--- src/rtl/loader_mem_bridge.sv ---
// loader_mem_bridge: buffers loader byte writes in a small FIFO, drains them
// to the RAM write port over a req/ack handshake, and defers the loader's
// execute request until every buffered write has landed.
module loader_mem_bridge #(
  parameter int DATA     = 8,
  parameter int ADDR     = 16,
  parameter int DEPTH_LG = 3,
  parameter int HWM      = 6
) (
  input  logic            i_clock,
  input  logic            i_reset_n,
  input  logic            i_loader_download,
  input  logic            i_loader_wr,
  input  logic [ADDR-1:0] i_loader_addr,
  input  logic [DATA-1:0] i_loader_data,
  input  logic [ADDR-1:0] i_execute_addr,
  input  logic            i_execute_enable,
  output logic            o_load_wait,
  output logic            o_mem_req,
  output logic [ADDR-1:0] o_mem_addr,
  output logic [DATA-1:0] o_mem_data,
  input  logic            i_mem_ack,
  output logic            o_exec_req,
  output logic [ADDR-1:0] o_exec_addr,
  output logic            o_cpu_hold,
  output logic            o_overflow
);

  localparam int DEPTH = 1 << DEPTH_LG;

  typedef logic [DEPTH_LG-1:0] ptr_t;
  typedef logic [DEPTH_LG:0]   cnt_t;

  localparam cnt_t C_FULL = cnt_t'(DEPTH);
  localparam cnt_t C_HWM  = cnt_t'(HWM);
  localparam cnt_t C_ONE  = cnt_t'(1);
  localparam ptr_t P_ONE  = ptr_t'(1);

  typedef enum logic {M_IDLE, M_REQ} m_state_t;
  typedef enum logic [1:0] {E_IDLE, E_PEND, E_FIRE} e_state_t;

  // FIFO storage and bookkeeping
  logic [ADDR+DATA-1:0] r_mem [DEPTH];
  ptr_t                 r_wr_ptr;
  ptr_t                 r_rd_ptr;
  cnt_t                 r_count;
  logic                 r_dl_d;

  // Registered outputs and FSM state
  m_state_t        r_m_state;
  e_state_t        r_e_state;
  logic            r_mem_req;
  logic [ADDR-1:0] r_mem_addr;
  logic [DATA-1:0] r_mem_data;
  logic            r_exec_req;
  logic [ADDR-1:0] r_exec_addr;
  logic            r_cpu_hold;
  logic            r_load_wait;
  logic            r_overflow;

  // Combinational next-state terms
  logic                 w_pop;
  logic                 w_push;
  logic                 w_drop;
  logic                 w_full;
  logic                 w_dl_rise;
  cnt_t                 w_count_nxt;
  logic [ADDR+DATA-1:0] w_head;
  logic [ADDR+DATA-1:0] w_next;
  m_state_t             w_m_nxt;
  logic                 w_mem_req_nxt;
  logic [ADDR-1:0]      w_mem_addr_nxt;
  logic [DATA-1:0]      w_mem_data_nxt;
  e_state_t             w_e_nxt;
  logic [ADDR-1:0]      w_exec_addr_nxt;

  // A full FIFO still accepts a write when the head leaves in the same cycle.
  assign w_full    = (r_count == C_FULL);
  assign w_pop     = r_mem_req & i_mem_ack;
  assign w_push    = i_loader_wr & (~w_full | w_pop);
  assign w_drop    = i_loader_wr & w_full & ~w_pop;
  assign w_dl_rise = i_loader_download & ~r_dl_d;
  assign w_head    = r_mem[r_rd_ptr];
  assign w_next    = r_mem[r_rd_ptr + P_ONE];

  // Occupancy after this cycle's push/pop
  always_comb begin
    // NOTE: every always_comb output gets a default first so no path leaves it unassigned (no latch).
    w_count_nxt = r_count;
    case ({w_push, w_pop})
      2'b10:   w_count_nxt = r_count + C_ONE;
      2'b01:   w_count_nxt = r_count - C_ONE;
      default: w_count_nxt = r_count;
    endcase
  end

  // FIFO data array: written only on accepted pushes
  always_ff @(posedge i_clock) begin
    // NOTE: storage has no reset; the pointers and count alone decide what is valid.
    if (w_push) r_mem[r_wr_ptr] <= {i_loader_addr, i_loader_data};
  end

  // FIFO pointers, occupancy, back-pressure and sticky overflow
  always_ff @(posedge i_clock or negedge i_reset_n) begin
    // NOTE: sequential state uses non-blocking assignments so all registers update together.
    if (!i_reset_n) begin
      r_wr_ptr    <= '0;
      r_rd_ptr    <= '0;
      r_count     <= '0;
      r_dl_d      <= 1'b0;
      r_load_wait <= 1'b0;
      r_overflow  <= 1'b0;
    end else begin
      if (w_push) r_wr_ptr <= r_wr_ptr + P_ONE;
      if (w_pop)  r_rd_ptr <= r_rd_ptr + P_ONE;
      r_count     <= w_count_nxt;
      r_dl_d      <= i_loader_download;
      r_load_wait <= (w_count_nxt >= C_HWM);
      // A byte lost in the new download is still reported.
      if (w_drop)         r_overflow <= 1'b1;
      else if (w_dl_rise) r_overflow <= 1'b0;
    end
  end

  // Drain FSM: present the head entry and hold it until acknowledged
  always_comb begin
    w_m_nxt        = r_m_state;
    w_mem_req_nxt  = r_mem_req;
    w_mem_addr_nxt = r_mem_addr;
    w_mem_data_nxt = r_mem_data;
    case (r_m_state)
      M_IDLE: begin
        if (r_count != '0) begin
          w_m_nxt                          = M_REQ;
          w_mem_req_nxt                    = 1'b1;
          {w_mem_addr_nxt, w_mem_data_nxt} = w_head;
        end
      end
      M_REQ: begin
        if (i_mem_ack) begin
          if (r_count > C_ONE) begin
            {w_mem_addr_nxt, w_mem_data_nxt} = w_next;
          end else begin
            w_m_nxt       = M_IDLE;
            w_mem_req_nxt = 1'b0;
          end
        end
      end
    endcase
  end

  // Exec FSM: hold the jump until the FIFO and RAM port are quiet
  always_comb begin
    w_e_nxt         = r_e_state;
    w_exec_addr_nxt = r_exec_addr;
    if (i_execute_enable) begin
      w_e_nxt         = E_PEND;
      w_exec_addr_nxt = i_execute_addr;
    end else begin
      case (r_e_state)
        E_PEND: begin
          if (w_dl_rise)
            w_e_nxt = E_IDLE;
          else if ((r_count == '0) && !r_mem_req && !w_push)
            w_e_nxt = E_FIRE;
        end
        E_FIRE:  w_e_nxt = E_IDLE;
        default: w_e_nxt = E_IDLE;
      endcase
    end
  end

  // State and output registers for both FSMs
  always_ff @(posedge i_clock or negedge i_reset_n) begin
    if (!i_reset_n) begin
      r_m_state   <= M_IDLE;
      r_e_state   <= E_IDLE;
      r_mem_req   <= 1'b0;
      r_mem_addr  <= '0;
      r_mem_data  <= '0;
      r_exec_req  <= 1'b0;
      r_exec_addr <= '0;
      r_cpu_hold  <= 1'b0;
    end else begin
      r_m_state   <= w_m_nxt;
      r_e_state   <= w_e_nxt;
      r_mem_req   <= w_mem_req_nxt;
      r_mem_addr  <= w_mem_addr_nxt;
      r_mem_data  <= w_mem_data_nxt;
      r_exec_req  <= (w_e_nxt == E_FIRE);
      r_exec_addr <= w_exec_addr_nxt;
      // Built from next-state terms so hold drops in the same cycle as the jump pulse.
      r_cpu_hold  <= i_loader_download | (w_count_nxt != '0) | w_mem_req_nxt |
                     (w_e_nxt == E_PEND);
    end
  end

  assign o_load_wait = r_load_wait;
  assign o_mem_req   = r_mem_req;
  assign o_mem_addr  = r_mem_addr;
  assign o_mem_data  = r_mem_data;
  assign o_exec_req  = r_exec_req;
  assign o_exec_addr = r_exec_addr;
  assign o_cpu_hold  = r_cpu_hold;
  assign o_overflow  = r_overflow;

endmodule
--- config.mk ---
export PLATFORM = sky130hd
export DESIGN_NAME = loader_mem_bridge
export DESIGN_NICKNAME = d
export VERILOG_FILES = /design/src/rtl/loader_mem_bridge.sv
export SDC_FILE = /design/constraint.sdc
export NUM_CORES = 1
export LEC_CHECK = 0
export CAP_MARGIN = 20
export CORE_MARGIN = 5
export CORE_UTILIZATION = 60
export CTS_CLUSTER_SIZE = 14
export DETAILED_ROUTE_END_ITERATION = 16
export GPL_TIMING_DRIVEN = 0
export HOLD_SLACK_MARGIN = 0.12
export MAX_ROUTING_LAYER = met4
export PLACE_DENSITY = 0.82
export SYNTH_ARGS = -nofsm -noshare
export SYNTH_HDL_FRONTEND = slang
export SYNTH_SLANG_ARGS = --single-unit
--- constraint.sdc ---
create_clock -name i_clock -period 10.1 [get_ports i_clock]
set_input_delay 3.03 -clock i_clock [delete_from_list [all_inputs] [get_ports i_clock]]
set_output_delay 3.03 -clock i_clock [all_outputs]
set_load 0.03 [all_outputs]
==> flow_summary.yaml <==
synth:
  yosysSeqAreaShare: 0.645
  synthArstFlopShare: 0.235
  postSynthAreaPerCell_um2: 18.3
  synth_area_um2: 11200
  synth-seq-cells: 251
  synth-edff-count: 192
  synth_cell_types: 45
  syn_nets: 668
  syn_inst: 613
  yosys_warnings: 0
  yosys_most_used_dff: "edfxtp_1"
placement:
  place_congestion: 0.810
  dp_hpwl_um: 17200
  port-buffer-count: 89
final_layout:
  mostFrequentLayoutCell: "edfxtp_1"
  drive_gt1_frac: 0.292
  final_cell_mix: "edfxtp_1 (192), mux4_2 (93), clkdlybuf4s50_1 (88), dfrtp_1 (59), mux2_2 (42)"
  area_delta_synth_final_pct: 19.3
  num_antenna_cells: 0
  utilization: 0.721
  fin_nets: 798
timing:
  timing.fmax_mhz: 186
  maxSlewHeadroom: 0.323
  fin_tns_setup_ns: 0
  rsz0062_at_grt: "no"
  final_hold_viol_count: 0
  slew_viol_final: 0
  finalSetupViolCount: 0
  min_period_ns: 5.38
  finClkSkew_ns: 0.00907
  worst_slew_pin_slew_ns: 1.01
  finalCritPeriodShare: 0.533
  hold_slack_ns: 0.469
worst_setup_path:
  ff2ff_path_depth: 8
  worstReg2RegEnd: "r_mem[7][4]"
  crit_arrival_ns: 5.51
  required_ns: 10.23
  critical_path_class: "primary input to register"
  crit_path_start_kind: "primary input"
  path_max_fanout: 24
  r2r_slack_ns: 6.98
  worstSetupEndpointType: "register"
  reg2reg_from: "r_count[0]"
grt:
  grtUsageMet2: 0.426
  grt_pass1_wl_um: 42200
  grt_max_degree: 60
  antenna_found_initial: 0
  gr-usage-met1: 0.357
  top_usage_layer: "met2"
  gr-total-overflow: 0
  grt_pass1_vias: 7098
  grt.total_usage: 0.265
  met3_usage: 0.0438
floorplanning:
  coreArea_um2: 18600
  dieArea_um2: 21600
  rows: 50
  initial_core_util: 0.605
  ios: 91
  fp.dieH_um: 147
  die_w_um: 147
clock_network:
  clk_latency_ns: 0.51
  tritoncts: "yes"
  hold_buffers: 0
  cts_sinks: 251
  root_buffer: "clkbuf_16"
  numCtsBuffers: 25
  cts.htree.levels: 1
  cts_max_path_buffers: 3
  cts_resized: 0
  cts_setup_buffers: 0
  path_clk_slew_ns: 0.06
status:
  run_status: "completed"
pwr:
  peakVddDrop_mv: 0.170
  leakage_uw: 0.00458
  power_density_nw_per_um2: 332
min_path:
  hold-path-cell-count: 1
  hp-class: "register to register"
  min_from: "r_e_state[1]"
  holdPathEnd: "o_exec_req"
drt:
  totalWireLength_um: 27300
  viasPerCell: 6.91
  num_vias: 6873
  antenna_left: 0
  drt_iter0_drc: 953
  dr.pass1.iters: 8
  drc: 0
  wl_per_cell_um: 27.4
run:
  drv_cap: 0
==> routing by layer <==
metal / vias to the layer above / part of all wire
met2: 474 / 0.50
met4: 0 / 0.031
met1: 3519 / 0.38
met5: - / 0
li1: 2794 / -
met3: 86 / 0.096
==> sequential cells by signal, summed over array words and instances (netlist names), 2 cells and up <==
signal and cells:
r_count 4, r_wr_ptr 3, r_mem 192, o_exec_addr 16, o_mem_addr 16, r_rd_ptr 3
r_e_state 2, o_mem_data 8
==> worst max-delay path, cell delays in order <==
cell and delay (ns):
clkdlybuf4s50_1 0.52, nand2_1 0.19, nand3_1 0.16, nand2_1 0.21, inv_1 0.26, nand2_1 0.26
nor2_4 0.86
==> cells in the mapped netlist (3+ instances only) <==
library cell / count / area, um^2
nor2_1: 5 / 18.8
dfrtp_1: 59 / 1480
nand2b_1: 3 / 18.8
o21ai_0: 5 / 25.0
nand2_1: 36 / 135
buf_1: 5 / 18.8
inv_1: 11 / 41.3
nor3_1: 29 / 145
xnor2_1: 4 / 35.0
buf_6: 7 / 78.8
clkbuf_1: 12 / 45.0
buf_4: 3 / 22.5
a22oi_1: 25 / 188
a31oi_1: 24 / 150
mux2_2: 42 / 473
buf_2: 15 / 75.1
ha_1: 9 / 113
mux4_2: 93 / 2090
edfxtp_1: 192 / 5770
mux4_1: 3 / 78.8
==> final cells by class <==
cell class	instances	area [um^2]
clock buffers	33	666
clock inverters	12	133
flip-flops and latches	251	7240
inverters	12	45.0
well taps	234	293
plain buffers	42	240
multi-input cells	308	3760
repair buffers	103	1030
fillers	1054	5170
==> kinds of logic after synthesis <==
family,after synthesis,share of synthesized area
AOI/OAI and AO/OA,66,0.0413
xor gates and xnor gates,5,0.00390
adders and majority gates,9,0.0100
buffers and inverters,54,0.0254
DFF,251,0.645
muxes,139,0.236
and+or+nand+nor,89,0.0383
==> power by group <==
group          total [uW]  internal [uW]  switching, uW
clock network         908            539            369
logic                2080            961           1120
registers            1460           1330            124
==> how the worst max path moves through the flow <==
stage                          from           end  slack, ns  cells after the start
after floorplan           i_mem_ack   r_mem[0][0]       3.88                      4
after global placement    i_mem_ack   r_mem[0][3]       0.99                      5
after detailed placement  i_mem_ack   r_mem[7][4]       4.20                      7
after CTS                 i_mem_ack  r_mem[7][23]       4.72                      7
after global routing      i_mem_ack  r_mem[7][23]       4.56                      7
final                     i_mem_ack   r_mem[7][4]       4.72                      7
==> per-stage QoR <==
| stage | cells | total power, uW | setup slack (ns) | area [um^2] |
|---|---|---|---|---|
| after floorplan | 613 | 2880 | 3.88 | 11200 |
| after global placement | 936 | 3420 | 0.990 | 12400 |
| after detailed placement | 950 | 3520 | 4.20 | 12600 |
| after CTS | 995 | 4440 | 4.72 | 13400 |
| after global routing | 995 | 4650 | 4.56 | 13400 |
| final | 995 | 4450 | 4.72 | 13400 |
No activity file was read; power rests on OpenSTA's default activity.
